<file path="config.mk">
export PLATFORM = sky130hd
export DESIGN_NAME = channel_dispatcher
export DESIGN_NICKNAME = d
export VERILOG_FILES = /design/src/rtl/channel_dispatcher.sv
export SDC_FILE = /design/constraint.sdc
export NUM_CORES = 1
export LEC_CHECK = 0
export ABC_AREA = 1
export BUFFER_PORTS_ARGS = -buffer_cell sky130_fd_sc_hd__buf_4
export CORE_UTILIZATION = 45
export DETAILED_ROUTE_END_ITERATION = 6
export GPL_TIMING_DRIVEN = 0
export PLACE_DENSITY = 0.69
export SYNTH_ARGS = -nofsm -noshare
export SYNTH_HDL_FRONTEND = slang
export SYNTH_SLANG_ARGS = --single-unit
</file>
<file path="constraint.sdc">
create_clock -name clk -period 5.7 [get_ports clk]
set_input_delay 1.14 -clock clk [delete_from_list [all_inputs] [get_ports clk]]
set_output_delay 1.14 -clock clk [all_outputs]
set_load 0.005 [all_outputs]
</file>
<file path="src/rtl/channel_dispatcher.sv">
// Write-side front end for a bank of multi-CC channels: a 2-entry skid buffer feeding
// whichever ready channel advertises the lowest wait, with round-robin tie-breaking.
module channel_dispatcher #(
  parameter int PC_WIDTH            = 8,
  parameter int CC_ID_BITS          = 2,
  parameter int LATENCY_COUNT_WIDTH = 10,
  parameter int CHANNEL_NUM         = 2,
  parameter int COUNT_WIDTH         = 32
) (
  input  logic                                            clk,
  input  logic                                            rst,
  input  logic                                            src_valid,
  input  logic [PC_WIDTH+CC_ID_BITS-1:0]                  src_data,
  output logic                                            src_ready,
  output logic [CHANNEL_NUM-1:0]                          ch_valid,
  output logic [CHANNEL_NUM*(PC_WIDTH+CC_ID_BITS)-1:0]    ch_data,
  input  logic [CHANNEL_NUM-1:0]                          ch_ready,
  input  logic [CHANNEL_NUM*LATENCY_COUNT_WIDTH-1:0]      ch_latency,
  input  logic [CHANNEL_NUM*(2**CC_ID_BITS)-1:0]          ch_present_cc_id,
  output logic [2**CC_ID_BITS-1:0]                        pending_cc_id,
  output logic [COUNT_WIDTH-1:0]                          dispatched_count
);

  localparam int TW    = PC_WIDTH + CC_ID_BITS;
  localparam int NCC   = 2**CC_ID_BITS;
  localparam int LW    = LATENCY_COUNT_WIDTH;
  localparam int PTR_W = (CHANNEL_NUM > 1) ? $clog2(CHANNEL_NUM) : 1;

  logic [TW-1:0]          r_head;
  logic [TW-1:0]          r_tail;
  logic [1:0]             r_count;
  logic [PTR_W-1:0]       r_rr_ptr;
  logic [COUNT_WIDTH-1:0] r_dispatched_count;

  logic [LW-1:0]          w_lat [CHANNEL_NUM];
  logic                   w_any;
  logic [PTR_W-1:0]       w_sel;
  logic [LW-1:0]          w_best;
  logic [PTR_W:0]         w_sum;
  logic [PTR_W-1:0]       w_idx;
  logic [PTR_W-1:0]       w_rr_next;
  logic                   w_push;
  logic                   w_pop;

  for (genvar g = 0; g < CHANNEL_NUM; g++) begin : g_lat
    assign w_lat[g] = ch_latency[g*LW +: LW];
  end

  // Scan channels cyclically from rr_ptr; strict less-than keeps the first tied index.
  always_comb begin
    // NOTE: every combinational output gets a default first so no path leaves it unassigned (no latch).
    w_any  = 1'b0;
    w_sel  = '0;
    w_best = '0;
    w_sum  = '0;
    w_idx  = '0;
    for (int k = 0; k < CHANNEL_NUM; k++) begin
      w_sum = {1'b0, r_rr_ptr} + (PTR_W+1)'(k);
      if (w_sum >= (PTR_W+1)'(CHANNEL_NUM))
        w_sum = w_sum - (PTR_W+1)'(CHANNEL_NUM);
      w_idx = w_sum[PTR_W-1:0];
      if (ch_ready[w_idx] && (r_count != 2'd0) && (!w_any || (w_lat[w_idx] < w_best))) begin
        w_any  = 1'b1;
        w_sel  = w_idx;
        w_best = w_lat[w_idx];
      end
    end
  end

  always_comb begin
    ch_valid = '0;
    if (w_any)
      ch_valid[w_sel] = 1'b1;
  end

  assign w_rr_next = (w_sel == PTR_W'(CHANNEL_NUM - 1)) ? '0 : w_sel + 1'b1;
  assign src_ready = (r_count != 2'd2);
  assign w_push    = src_valid && src_ready;
  assign w_pop     = w_any;
  assign ch_data   = {CHANNEL_NUM{r_head}};
  assign dispatched_count = r_dispatched_count;

  // A token being dispatched this cycle still shows as buffered; channel presence takes over next edge.
  always_comb begin
    pending_cc_id = '0;
    for (int i = 0; i < CHANNEL_NUM; i++)
      pending_cc_id = pending_cc_id | ch_present_cc_id[i*NCC +: NCC];
    if (r_count != 2'd0)
      pending_cc_id[r_head[CC_ID_BITS-1:0]] = 1'b1;
    if (r_count == 2'd2)
      pending_cc_id[r_tail[CC_ID_BITS-1:0]] = 1'b1;
  end

  always_ff @(posedge clk or negedge rst) begin
    if (!rst) begin
      // NOTE: the two data entries are reset too; they are only two words and it keeps sim free of X.
      r_head             <= '0;
      r_tail             <= '0;
      r_count            <= 2'd0;
      r_rr_ptr           <= '0;
      r_dispatched_count <= '0;
    end else begin
      // NOTE: non-blocking assignments so every register samples pre-edge values.
      case ({w_push, w_pop})
        2'b10: begin
          if (r_count == 2'd0) r_head <= src_data;
          else                 r_tail <= src_data;
          r_count <= r_count + 2'd1;
        end
        2'b01: begin
          r_head  <= r_tail;
          r_count <= r_count - 2'd1;
        end
        // Push+pop only happens at count 1: the new token replaces the departing head.
        2'b11: r_head <= src_data;
        default: ;
      endcase
      if (w_pop)
        r_rr_ptr <= w_rr_next;
      if (w_pop && (r_dispatched_count != '1))
        r_dispatched_count <= r_dispatched_count + 1'b1;
    end
  end

endmodule
</file>
After elaboration in Yosys (flattened, before gate mapping) --
Cells that the tools add are included.
Storage, ports and cells: register bits 55, latch bits 0, RAM bits 0, ROM bits 0, input bits 43, output and inout bits 59, logic and storage cells 84, memories 0
Cells by class: add/subtract/negate cells 7, multipliers 0, divide/modulo/power cells 0, $lt $le $gt $ge 13, eq/ne operators 7, shift-type cells 0, muxes and demuxes 30, bitwise logic cells 6, reduce and logical (&&, ||, !) cells 16
Operators with widths (count):
- $mux 10 | 8
- $add 32x1->32 const B | 1
- $ne 32x32->1 const B | 1
- $pmux 10 s3 | 1
- $mux 1 | 14
- $or 4x4->4 | 3
- $lt 10x10->1 | 1
- $logic_and 1x1->1 | 8
- $mux 4 | 2
- $eq 2x2->1 const B | 3
- $ge 2x2->1 const B | 3
- $lt 1x2->1 const B | 3
- $lt 2x3->1 const B | 2
- $demux 1 s2 | 2
- $ge 2x1->1 const B | 2
- $ne 2x2->1 const B | 2
- $not 1->2 | 2
- $pmux 2 s2 | 1
- $reduce_and 2->1 | 2
- $reduce_bool 2->1 | 2
- $reduce_bool 3->1 | 1
- $add 1x1->2 const B | 1
- $add 2x1->2 const B | 1
- $eq 2x1->1 const B | 1
- 11 further kinds | 12

Logic depth before layout (Yosys ltp) --
Gate-level depths: netlist of the first run.
depth in word-level cells 16, gate-level depth with buffers 18, gate-level depth less buffers 16

Least setup slack after synthesis of the first run --
No wires, ideal clock.
path type input -> output, start input port ch_ready[0], end output port ch_valid[0], arrival time 2.602 ns, data required time 4.560 ns, slack 1.958 ns, stages 16, cell sequence nor2_1 > nor2_1 > o21ai_2 > inv_2 > buf_2 > o211ai_1 > ha_1 > nand2_1 > o21a_1 > nand2_1 > nand2_1 > nand2_1 > nand2_1 > nand2_1 > nand2_1 > nor2_1
On the way: cells in the longest elaborated chain, start to end 13, elaborated cells on any way between the ends 21
Ends and longest elaborated chain:
- start: declaration | RTL line 17 | input logic [CHANNEL_NUM-1:0] ch_ready,
- $mux 1 (implied by the code) (2 in a row) | RTL line 62 | if (ch_ready[w_idx] && (r_count != 2'd0) && (!w_any || (w_lat[w_idx] < w_best))) begin
- $logic_and 1x1->1 | RTL line 62
- $mux 10 or $mux 1 (tied branches) | RTL line 62
- $lt 10x10->1 or $logic_not 1->1 (tied branches) | RTL line 62
- $logic_or 1x1->1 | RTL line 62
- $logic_and 1x1->1 | RTL line 62
- $mux 1 | RTL line 62
- $lt 1x2->1 (implied by the code) or $ge 1x1->1 (tied branches) | RTL line 73 | ch_valid[w_sel] = 1'b1;
- $logic_and 1x1->1 (implied by the code) | RTL line 73
- $mux 1 (implied by the code) | RTL line 73
- $demux 1 s1 | RTL line 73
- $mux 2 * | RTL line 72 | if (w_any)
- end: declaration | RTL line 15 | output logic [CHANNEL_NUM-1:0] ch_valid,
Every way passes the cells marked *; elsewhere a longest branch is shown, timed or not. The select of a mux whose other input is x is not followed.

Worst setup path in the final report of the first run --
Ends and elaborated chain as after synthesis.

==> summary.md, run 1 <==
| Metric | Value |
|---|---|
| CP max stage delay | 310 ps |
| RSZ-0062 raised after global routing | no |
| Pwr dens | 439 mW/mm² |
| # resized after CTS | 0 |
| Chip width | 92.5 µm |
| Sequential power share | 30.6% |
| Fin util | 59.7% |
| Worst Reg-to-Reg Cells | 14 |
| MaxCap Viol Count | 0 |
| Final global-route overflow total | 0 |
| Min-delay worst type | flop to flop |
| Critical-path top delay cell | ha_1 |
| Synth Instances | 502 |
| Initial antenna violation count | 0 |
| Max H-tree Level | 2 |
| Hold_ws | 521 ps |
| Buffers & Inverters on Critical Path | 4 |
| Met3 WL post-DR | 629 µm |
| Met2 wire length | 4450 µm |
| Leak Pwr | 2.30 nW |
| DRT Wirelength | 9470 µm |
| Fin area | 0.00466 mm² |
| Detailed placement HPWL | 7440 µm |
| Achievable Freq | 0.239 GHz |
| Largest net degree at the start of global routing | 56 |
| GRT Overall Usage | 23.1% |
| # hold bufs at CTS | 0 |
| Antenna cells | 0 |
| CP endpoint kind | primary output |
| Routability-driven placement congestion ratio | 0.882 |
| Initial DRC Count | 133 |
| WL per Instance | 13.3 µm |
| Cell Area, Synth | 0.00368 mm² |
| Data required time of the critical path | 4560 ps |
| Ranking of synthesized cells by area | dfrtp_1 (37%), nand2_1 (17%), nor2_1 (5.0%) |
| Routed vias/inst | 5.08 |
| Worst r2r src | r_rr_ptr$_DFFE_PN0N_ |
| Setup crit start kind | primary input |
| #FFs+latches synth | 55 |
| Hold depth | 1 |
| FP Rows | 32 |
| Pin slew with the least headroom to its limit | 701 ps |
| Clock network power share | 11.0% |
| Share of layout cells above drive strength 1 | 25.4% |
| Comb pwr share | 58.4% |
| Most common flop cell mapped by yosys | dfrtp_1 |
| Area post-placement | 0.00457 mm² |
| Slew headroom | 53.3% |
| Share of the synthesized area in the top cell type | 37.4% |
| Hold worst-path end | r_tail[8]$_DFFE_PN0P_ |
| Via count | 3622 |
| Syn Nets | 558 |
| CP Cell Sequence | buf_4 > nor2_1 > nor2_1 > o21ai_2 > inv_2 > buf_2 > o211ai_1 > ha_1 > nand2_1 > o21a_1 > nand2_1 > nand2_1 > nand2_1 > nand2_1 > nand2_1 > nand2_1 > nor2_1 > buf_4 |
| Tcrit/Tclk final | 73.4% |
| Worst reg2reg setup slack | 3120 ps |
| Clk sinks | 55 |
| Clock Tree Buf Depth | 2 |
| Slew Limit Fails | 0 |
| Switching power share of the total | 43.8% |
| Core ar. | 0.00781 mm² |
| Uppermost layer routed | met4 |
| Distinct cells, synth | 37 |
| Clock skew | 13.3 ps |
| First-pass GRT wire length | 15600 µm |
| Port bufs | 101 |
| Sequential fraction of the synthesis area | 37.4% |
| Syn avg cell area | 7.34 µm² |
| CTS Root Cell | clkbuf_8 |
| Crit-path most repeated cell | nand2_1 |
| Setup tns final | 0 ps |
| Post CTS Setup Buffer Count | 0 |
| R2r endpoint | r_rr_ptr$_DFFE_PN0N_ |
| Peak VDD IR | 0.235 mV |
| Status | complete, no violations |
| Drt pass-1 iters | 4 |
| Area grow syn2layout | 26.6% |
| Clock slew at reported path FFs | 110 ps |
| Delay-heaviest family, CP | simple AND/OR/NAND/NOR gates |
| Endpoints failing setup | 0 |
| Post-synth EDFFs | 0 |
| WP data arrival | 3040 ps |
| Yosys top cell by area | dfrtp_1 |
| Net switching power | 0.897 mW |
| Critical path class | primary input to primary output |
| Vias in the first global route | 3338 |
| CTS tree | done |
| Yosys warnings | 0 |
| Final net count | 666 |
| Final worst path period need | 4180 ps |
| WL met1 | 4280 µm |
| Die area | 0.00855 mm² |
| Die height | 92.5 µm |
| Min-delay src | r_tail[8]$_DFFE_PN0P_ |
| Inst Count DP | 705 |
| Worst-skew pair later-pin latency | 320 ps |
| Critical path peak fanout | 10 |
| Num ports | 102 |
| DRC Markers | 0 |
| Internal power | 1.15 mW |
| Asr flop ratio synth | 100% |
| CTS Buf Count | 5 |
| Top-count cell post-synth | nand2_1 |
| Antenna Nets Post-Route | 0 |
| Initial Util | 47.2% |
| Commonest cells post-synth | nand2_1 (168), dfrtp_1 (55), nor2_1 (49) |
| Final Non-Filler Cells | 713 |
| Final Hold Viols | 0 |
[cell usage in the layout, fill, tap and decap left out, types with 6 or more instances in the layout]
| cell | netlist | routed |
|---|---|---|
| clkbuf_1 | 6 | 6 |
| xnor2_1 | 6 | 6 |
| o21ai_1 | 9 | 9 |
| nand3_1 | 12 | 12 |
| ha_1 | 13 | 13 |
| dfrtp_1 | 55 | 55 |
| o211ai_1 | 6 | 6 |
| a31oi_1 | 8 | 8 |
| nor2_1 | 49 | 49 |
| a21oi_1 | 8 | 8 |
| nor3_1 | 14 | 14 |
| nand2_1 | 168 | 168 |
| inv_1 | 41 | 41 |
| buf_4 | 10 | 111 |
| xor2_1 | 18 | 18 |
| o21ai_0 | 25 | 25 |
| mux2_2 | 8 | 8 |
[metrics by stage]
stage | setup WS (ps) | total power [mW]
final | 1520 | 2.05
after global routing | 1350 | 2.22
after CTS | 1530 | 2.07
after detailed placement | 1540 | 1.84
after global placement | 1580 | 1.80
after floorplan | 1960 | 1.39
[worst reg2reg max path, stage by stage (launching register included)]
cell	delay [ps]
dfrtp_1	330
clkbuf_2	170
clkbuf_1	370
clkbuf_1	400
o21ai_0	170
ha_1	320
a21oi_1	130
o21a_1	140
nand2_1	80
nand2_1	60
nand2_1	60
nand2_1	80
nand2_1	50
nand2_1	90
inv_1	40
[registers in the layout, summed over array words and instances (netlist names)]
name and cells:
dispatched_count 32, r_tail 10, r_count 2, r_head 10, r_rr_ptr 1
[layout make-up]
cell class	instances	area, µm²
inverters	47	179
multi-input cells	374	1950
flip-flops and latches	55	1380
clock inverters	3	25.0
plain buffers	26	180
well taps	102	128
fillers	758	3150
repair buffers	101	758
clock buffers	5	68.8
[how the worst max path moves through the flow]
stage | start | endpoint | cells past startpoint | slack [ps]
after floorplan | ch_ready[0] | ch_valid[0] | 16 | 1960
after global placement | ch_ready[0] | ch_valid[0] | 18 | 1580
after detailed placement | ch_ready[0] | ch_valid[0] | 18 | 1540
after CTS | ch_ready[0] | ch_valid[0] | 18 | 1530
after global routing | r_rr_ptr$_DFFE_PN0N_ | ch_valid[0] | 16 | 1350
final | ch_ready[0] | ch_valid[0] | 18 | 1520
[per-layer routing]
layer	track usage, %	vias up
met5	0	-
met4	5.73	0
met3	5.34	9
met2	38.2	104
met1	30.4	1687
li1	-	1822
[cell families (layout without fill, tap and decap cells)]
kind of cell	count (synthesis)	in the layout	synth area share (%)
compound gates	68	68	10.9
xor+xnor	24	24	5.71
fa+ha+maj	13	13	4.42
buf+inv	73	182	9.75
flops	55	55	37.4
mux	8	8	2.45
simple gates	261	261	29.4
[power groups by stage]
stage | clock network [mW] | registers, mW | logic, mW
floorplan | 0 | 0.613 | 0.779
global placement | 0 | 0.628 | 1.17
detailed placement | 0 | 0.633 | 1.20
CTS | 0.232 | 0.627 | 1.21
global route | 0.246 | 0.646 | 1.33
finish | 0.226 | 0.627 | 1.20
(Power assumes the default switching activity.)
==> inputs of run 2 (changes only) <==
--- a/config.mk
+++ b/config.mk
@@ -10,7 +10,7 @@
 export CORE_UTILIZATION = 45
 export DETAILED_ROUTE_END_ITERATION = 6
 export GPL_TIMING_DRIVEN = 0
-export PLACE_DENSITY = 0.69
+export PLACE_DENSITY = 0.72
 export SYNTH_ARGS = -nofsm -noshare
 export SYNTH_HDL_FRONTEND = slang
 export SYNTH_SLANG_ARGS = --single-unit
==> constraint.sdc (replaced) <==
create_clock -name clk -period 3.7 [get_ports clk]
set_input_delay 0.74 -clock clk [delete_from_list [all_inputs] [get_ports clk]]
set_output_delay 0.74 -clock clk [all_outputs]
set_load 0.005 [all_outputs]
==> summary.md, run 2 (synthesized netlist as in run 1, its figures left out) <==
| Metric | Value |
|---|---|
| WP data arrival | 2670 ps |
| First-pass GRT wire length | 16000 µm |
| Initial Util | 47.2% |
| Endpoints failing setup | 0 |
| Switching power share of the total | 42.8% |
| Area grow syn2layout | 27.2% |
| Min-delay worst type | primary input to asynchronous set/reset pin |
| Slew headroom | 52.4% |
| CTS Root Cell | clkbuf_8 |
| # resized after CTS | 0 |
| Achievable Freq | 0.293 GHz |
| GRT Overall Usage | 23.4% |
| Routed vias/inst | 5.10 |
| MaxCap Viol Count | 0 |
| Final global-route overflow total | 0 |
| Die height | 92.5 µm |
| Leak Pwr | 2.32 nW |
| Net switching power | 1.38 mW |
| Worst setup margin | 292 ps |
| Hold_ws | 448 ps |
| Total power draw | 3.22 mW |
| Clock slew at reported path FFs | 100 ps |
| Chip width | 92.5 µm |
| Initial DRC Count | 120 |
| # hold bufs at CTS | 0 |
| Area taken by flip-flops and latches | 0.00138 mm² |
| CP endpoint kind | primary output |
| Detailed placement HPWL | 7480 µm |
| Clock network power share | 12.7% |
| Worst r2r src | r_rr_ptr$_DFFE_PN0N_ |
| Clock skew | 6.57 ps |
| Most common cell after layout, fill and taps aside | nand2_1 |
| FP Rows | 32 |
| Max reg flops | 32 |
| DRC Markers | 0 |
| Internal power | 1.84 mW |
| Sequential power share | 30.1% |
| Die area | 0.00855 mm² |
| Pwr dens | 689 mW/mm² |
| Setup tns final | 0 ps |
| Clock Tree Buf Depth | 2 |
| Worst reg2reg setup slack | 1390 ps |
| Final worst path period need | 3410 ps |
| Initial antenna violation count | 0 |
| Tcrit/Tclk final | 92.1% |
| Post CTS Setup Buffer Count | 0 |
| Data required time of the critical path | 2960 ps |
| Num ports | 102 |
| Most frequent cells in the layout | nand2_1 (168), buf_4 (111), dfrtp_1 (55) |
| Drt pass-1 iters | 4 |
| WL per Instance | 13.4 µm |
| Fin util | 60.0% |
| RSZ-0062 raised after global routing | no |
| Antenna cells | 0 |
| Pin slew with the least headroom to its limit | 714 ps |
| Final Hold Viols | 0 |
| CTS Buf Count | 5 |
| Antenna Nets Post-Route | 0 |
| Slew Limit Fails | 0 |
| Status | complete, no violations |
| Via count | 3635 |
| Critical path class | flop to primary output |
| Critical path peak fanout | 10 |
| Vias in the first global route | 3488 |
| R2r endpoint | r_rr_ptr$_DFFE_PN0N_ |
| Area of the multi-input gates | 0.00195 mm² |
| Setup WS pre-CTS | 355 ps |
| Max H-tree Level | 2 |
| DRT Wirelength | 9530 µm |
| Largest net degree at the start of global routing | 56 |
| Routability-driven placement congestion ratio | 0.867 |
| Comb pwr share | 57.2% |
| Worst Reg-to-Reg Cells | 16 |
| Number of fill cells in the layout | 730 |
| Setup crit start kind | flop |
| Port bufs | 101 |
| Peak VDD IR | 0.388 mV |
| CTS tree | done |
| Worst-skew pair later-pin latency | 310 ps |
| Core ar. | 0.00781 mm² |
| Clk sinks | 55 |
| Share of layout cells above drive strength 1 | 25.7% |
| Final net count | 666 |
[run 2: worst max path at each step]
stage	slack (ps)	cells past startpoint	start	end
finish	290	17	r_count[0]$_DFFE_PN0P_	ch_valid[0]
detailed placement	350	18	ch_ready[0]	ch_valid[0]
global route	60	18	r_rr_ptr$_DFFE_PN0N_	ch_valid[0]
CTS	70	15	r_rr_ptr$_DFFE_PN0N_	ch_valid[0]
global placement	390	18	ch_ready[0]	ch_valid[0]
floorplan	760	16	ch_ready[0]	ch_valid[0]
[run 2: power groups by stage]
stage	Combinational [mW]	Clock (mW)	Sequential, mW
6_report	1.85	0.410	0.970
3_3_place_gp	1.80	0	0.969
5_1_grt	2.07	0.436	0.998
4_1_cts	1.85	0.418	0.970
2_1_floorplan	1.20	0	0.945
3_5_place_dp	1.85	0	0.979
[run 2: worst max-delay path: stages (launching register included)]
cell	delay (ps)
dfrtp_1	470
nor2_4	90
nor2_1	130
o21ai_2	70
inv_2	70
buf_2	230
o211ai_1	140
ha_1	310
a21oi_1	60
o21a_1	160
nand2_1	80
nand2_1	50
nand2_1	70
nand2_1	70
nand2_1	60
nand2_1	70
nor2_1	90
buf_4	120
[run 2: final cells by class]
type / instances / area share [%]
multi-input cells: 374 / 41.6
flip-flops and latches: 55 / 29.4
repair buffers: 101 / 16.2
plain buffers: 26 / 3.90
inverters: 47 / 3.82
well taps: 102 / 2.73
clock buffers: 5 / 1.47
clock inverters: 3 / 0.935
[run 2: per-layer routing]
layer / global-route usage (%) / vias up / routed length [µm] / share of wire, %
met1: 29.6 / 1694 / 4210 / 44
met4: 4.30 / 0 / 95 / 1.0
met3: 4.60 / 12 / 598 / 6.3
li1: - / 1816 / - / -
met2: 41.4 / 113 / 4630 / 49
met5: 0 / - / 0 / 0
[run 2: per-stage QoR]
step                      cell area, µm²  std cells
after detailed placement            4570        705
after CTS                           4680        713
after global routing                4680        713
after floorplan                     3680        502
after global placement              4570        705
final                               4680        713
==> inputs of run 3 (changes only) <==
--- a/config.mk
+++ b/config.mk
@@ -8,9 +8,11 @@
 export ABC_AREA = 1
 export BUFFER_PORTS_ARGS = -buffer_cell sky130_fd_sc_hd__buf_4
 export CORE_UTILIZATION = 45
+export CTS_BUF_LIST = sky130_fd_sc_hd__clkbuf_8
 export DETAILED_ROUTE_END_ITERATION = 6
-export GPL_TIMING_DRIVEN = 0
+export GPL_TIMING_DRIVEN = 1
 export PLACE_DENSITY = 0.72
+export SKIP_LAST_GASP = 1
 export SYNTH_ARGS = -nofsm -noshare
 export SYNTH_HDL_FRONTEND = slang
 export SYNTH_SLANG_ARGS = --single-unit
==> summary.md, run 3 (synthesized netlist as in run 1, its figures left out) <==
| Metric | Value |
|---|---|
| Worst reg2reg setup slack | 1370 ps |
| Peak VDD IR | 0.411 mV |
| Largest net degree at the start of global routing | 56 |
| Num ports | 102 |
| Initial DRC Count | 142 |
| Status | complete, no violations |
| MaxCap Viol Count | 0 |
| GR met2 Demand/Resource | 38.6% |
| Max reg flops | 32 |
| Inst Count DP | 681 |
| # hold bufs at CTS | 0 |
| Tcrit/Tclk final | 90.2% |
| Initial antenna violation count | 0 |
| Port bufs | 101 |
| Slew headroom | 53.7% |
| Pin slew with the least headroom to its limit | 694 ps |
| Clock slew at reported path FFs | 100 ps |
| Data required time of the critical path | 2960 ps |
| Die area | 0.00855 mm² |
| Final net count | 642 |
| Achievable Freq | 0.300 GHz |
| Critical path peak fanout | 12 |
| Vias in the first global route | 3346 |
| DRT Wirelength | 9060 µm |
| Clock skew | 5.85 ps |
| Buffers & Inverters on Critical Path | 4 |
| Crit-path most repeated cell | nand2_1 |
| WL per Instance | 13.1 µm |
| Area taken by flip-flops and latches | 0.00138 mm² |
| Worst-skew pair later-pin latency | 310 ps |
| Min-delay worst type | primary input to asynchronous set/reset pin |
| Max H-tree Level | 2 |
| First-pass GRT wire length | 15000 µm |
| Final worst path period need | 3340 ps |
| Delay-heaviest family, CP | buffers and inverters |
| Post CTS Setup Buffer Count | 0 |
| Clock Tree Buf Depth | 2 |
| Top Usage Layer GRT | met2 |
| Met1 Resource Use GR | 27.4% |
| Most frequent cells in the layout | nand2_1 (168), buf_4 (103), dfrtp_1 (55) |
| CP max stage delay | 430 ps |
| Final global-route overflow total | 0 |
| Clk sinks | 55 |
| WP data arrival | 2600 ps |
| Setup crit start kind | flop |
| Critical-path top delay cell | dfrtp_1 |
| FP Rows | 32 |
| Most common cell after layout, fill and taps aside | nand2_1 |
| Chip width | 92.5 µm |
| Endpoints failing setup | 0 |
| Area grow syn2layout | 23.3% |
| Antenna cells | 0 |
| Fin util | 58.1% |
| Number of fill cells in the layout | 727 |
| Leak Pwr | 2.23 nW |
| Antenna Nets Post-Route | 0 |
| Routed vias/inst | 5.13 |
| # resized after CTS | 0 |
| Routability-driven placement congestion ratio | 0.863 |
| GRT Overall Usage | 22.0% |
| RSZ-0062 raised after global routing | no |
| CTS Root Cell | clkbuf_8 |
| Initial Util | 47.2% |
| Via count | 3538 |
| DRC Markers | 0 |
| Setup tns final | 0 ps |
| CP Cell Sequence | inv_1 > o21ai_2 > inv_2 > o211ai_1 > ha_1 > nand2_1 > inv_1 > and3_1 > nor2_1 > nand2_1 > nand2_1 > nand2_1 > nand2_1 > nor2_1 > buf_4 |
| Final Non-Filler Cells | 689 |
| Area of the multi-input gates | 0.00195 mm² |
| CP endpoint kind | primary output |
| CTS tree | done |
| Core ar. | 0.00781 mm² |
| Critical path class | flop to primary output |
| Drt pass-1 iters | 4 |
| CTS Buf Count | 5 |
| GRT met3 Usage | 3.94% |
| Final Hold Viols | 0 |
| Detailed placement HPWL | 6900 µm |
| Die height | 92.5 µm |
| Slew Limit Fails | 0 |
| Share of layout cells above drive strength 1 | 23.3% |
| Pwr dens | 671 mW/mm² |
-- run 3: worst paths after layout --
check                                            from                               end  cells after the start
worst max-delay path             r_rr_ptr$_DFFE_PN0N_                       ch_valid[0]                     15
worst min-delay path                              rst  dispatched_count[19]$_DFFE_PN0P_                      1
worst max register to register   r_rr_ptr$_DFFE_PN0N_             r_head[8]$_DFFE_PN0P_                      9
worst min register to register  r_tail[5]$_DFFE_PN0P_             r_tail[5]$_DFFE_PN0P_                      1
max in group asynchronous                         rst             r_head[2]$_DFFE_PN0P_                      1
min in group clk                r_tail[5]$_DFFE_PN0P_             r_tail[5]$_DFFE_PN0P_                      1
-- run 3: metrics by stage --
step | worst slack (ps) | hold slack [ps] | total power, mW | area, µm²
after floorplan | 758 | 444 | 2.14 | 3680
after global placement | 541 | 487 | 2.52 | 4400
after detailed placement | 461 | 494 | 2.59 | 4400
after CTS | 352 | 495 | 3.07 | 4540
after global routing | 101 | 525 | 3.31 | 4540
final | 363 | 463 | 3.05 | 4540
-- run 3: area by class of cell --
class	instances	area share, %
clock buffers	5	1.52
flip-flops and latches	55	30.3
repair buffers	103	17.0
multi-input cells	374	42.9
inverters	47	3.94
clock inverters	3	1.49
well taps	102	2.81
-- run 3: power breakdown --
| part | leakage (nW) | switching, mW | total [mW] | internal [mW] |
|---|---|---|---|---|
| clock network | 0.0644 | 0.203 | 0.473 | 0.270 |
| registers | 0.702 | 0.179 | 0.972 | 0.793 |
| logic | 1.46 | 0.912 | 1.60 | 0.690 |
| total | 2.23 | 1.29 | 3.05 | 1.75 |
-- run 3: layer usage --
| metal | part of all wire (%) | routed length [µm] |
|---|---|---|
| met1 | 44 | 4020 |
| met2 | 48 | 4380 |
| met3 | 5.6 | 509 |
| met4 | 1.7 | 150 |
| met5 | 0 | 0 |
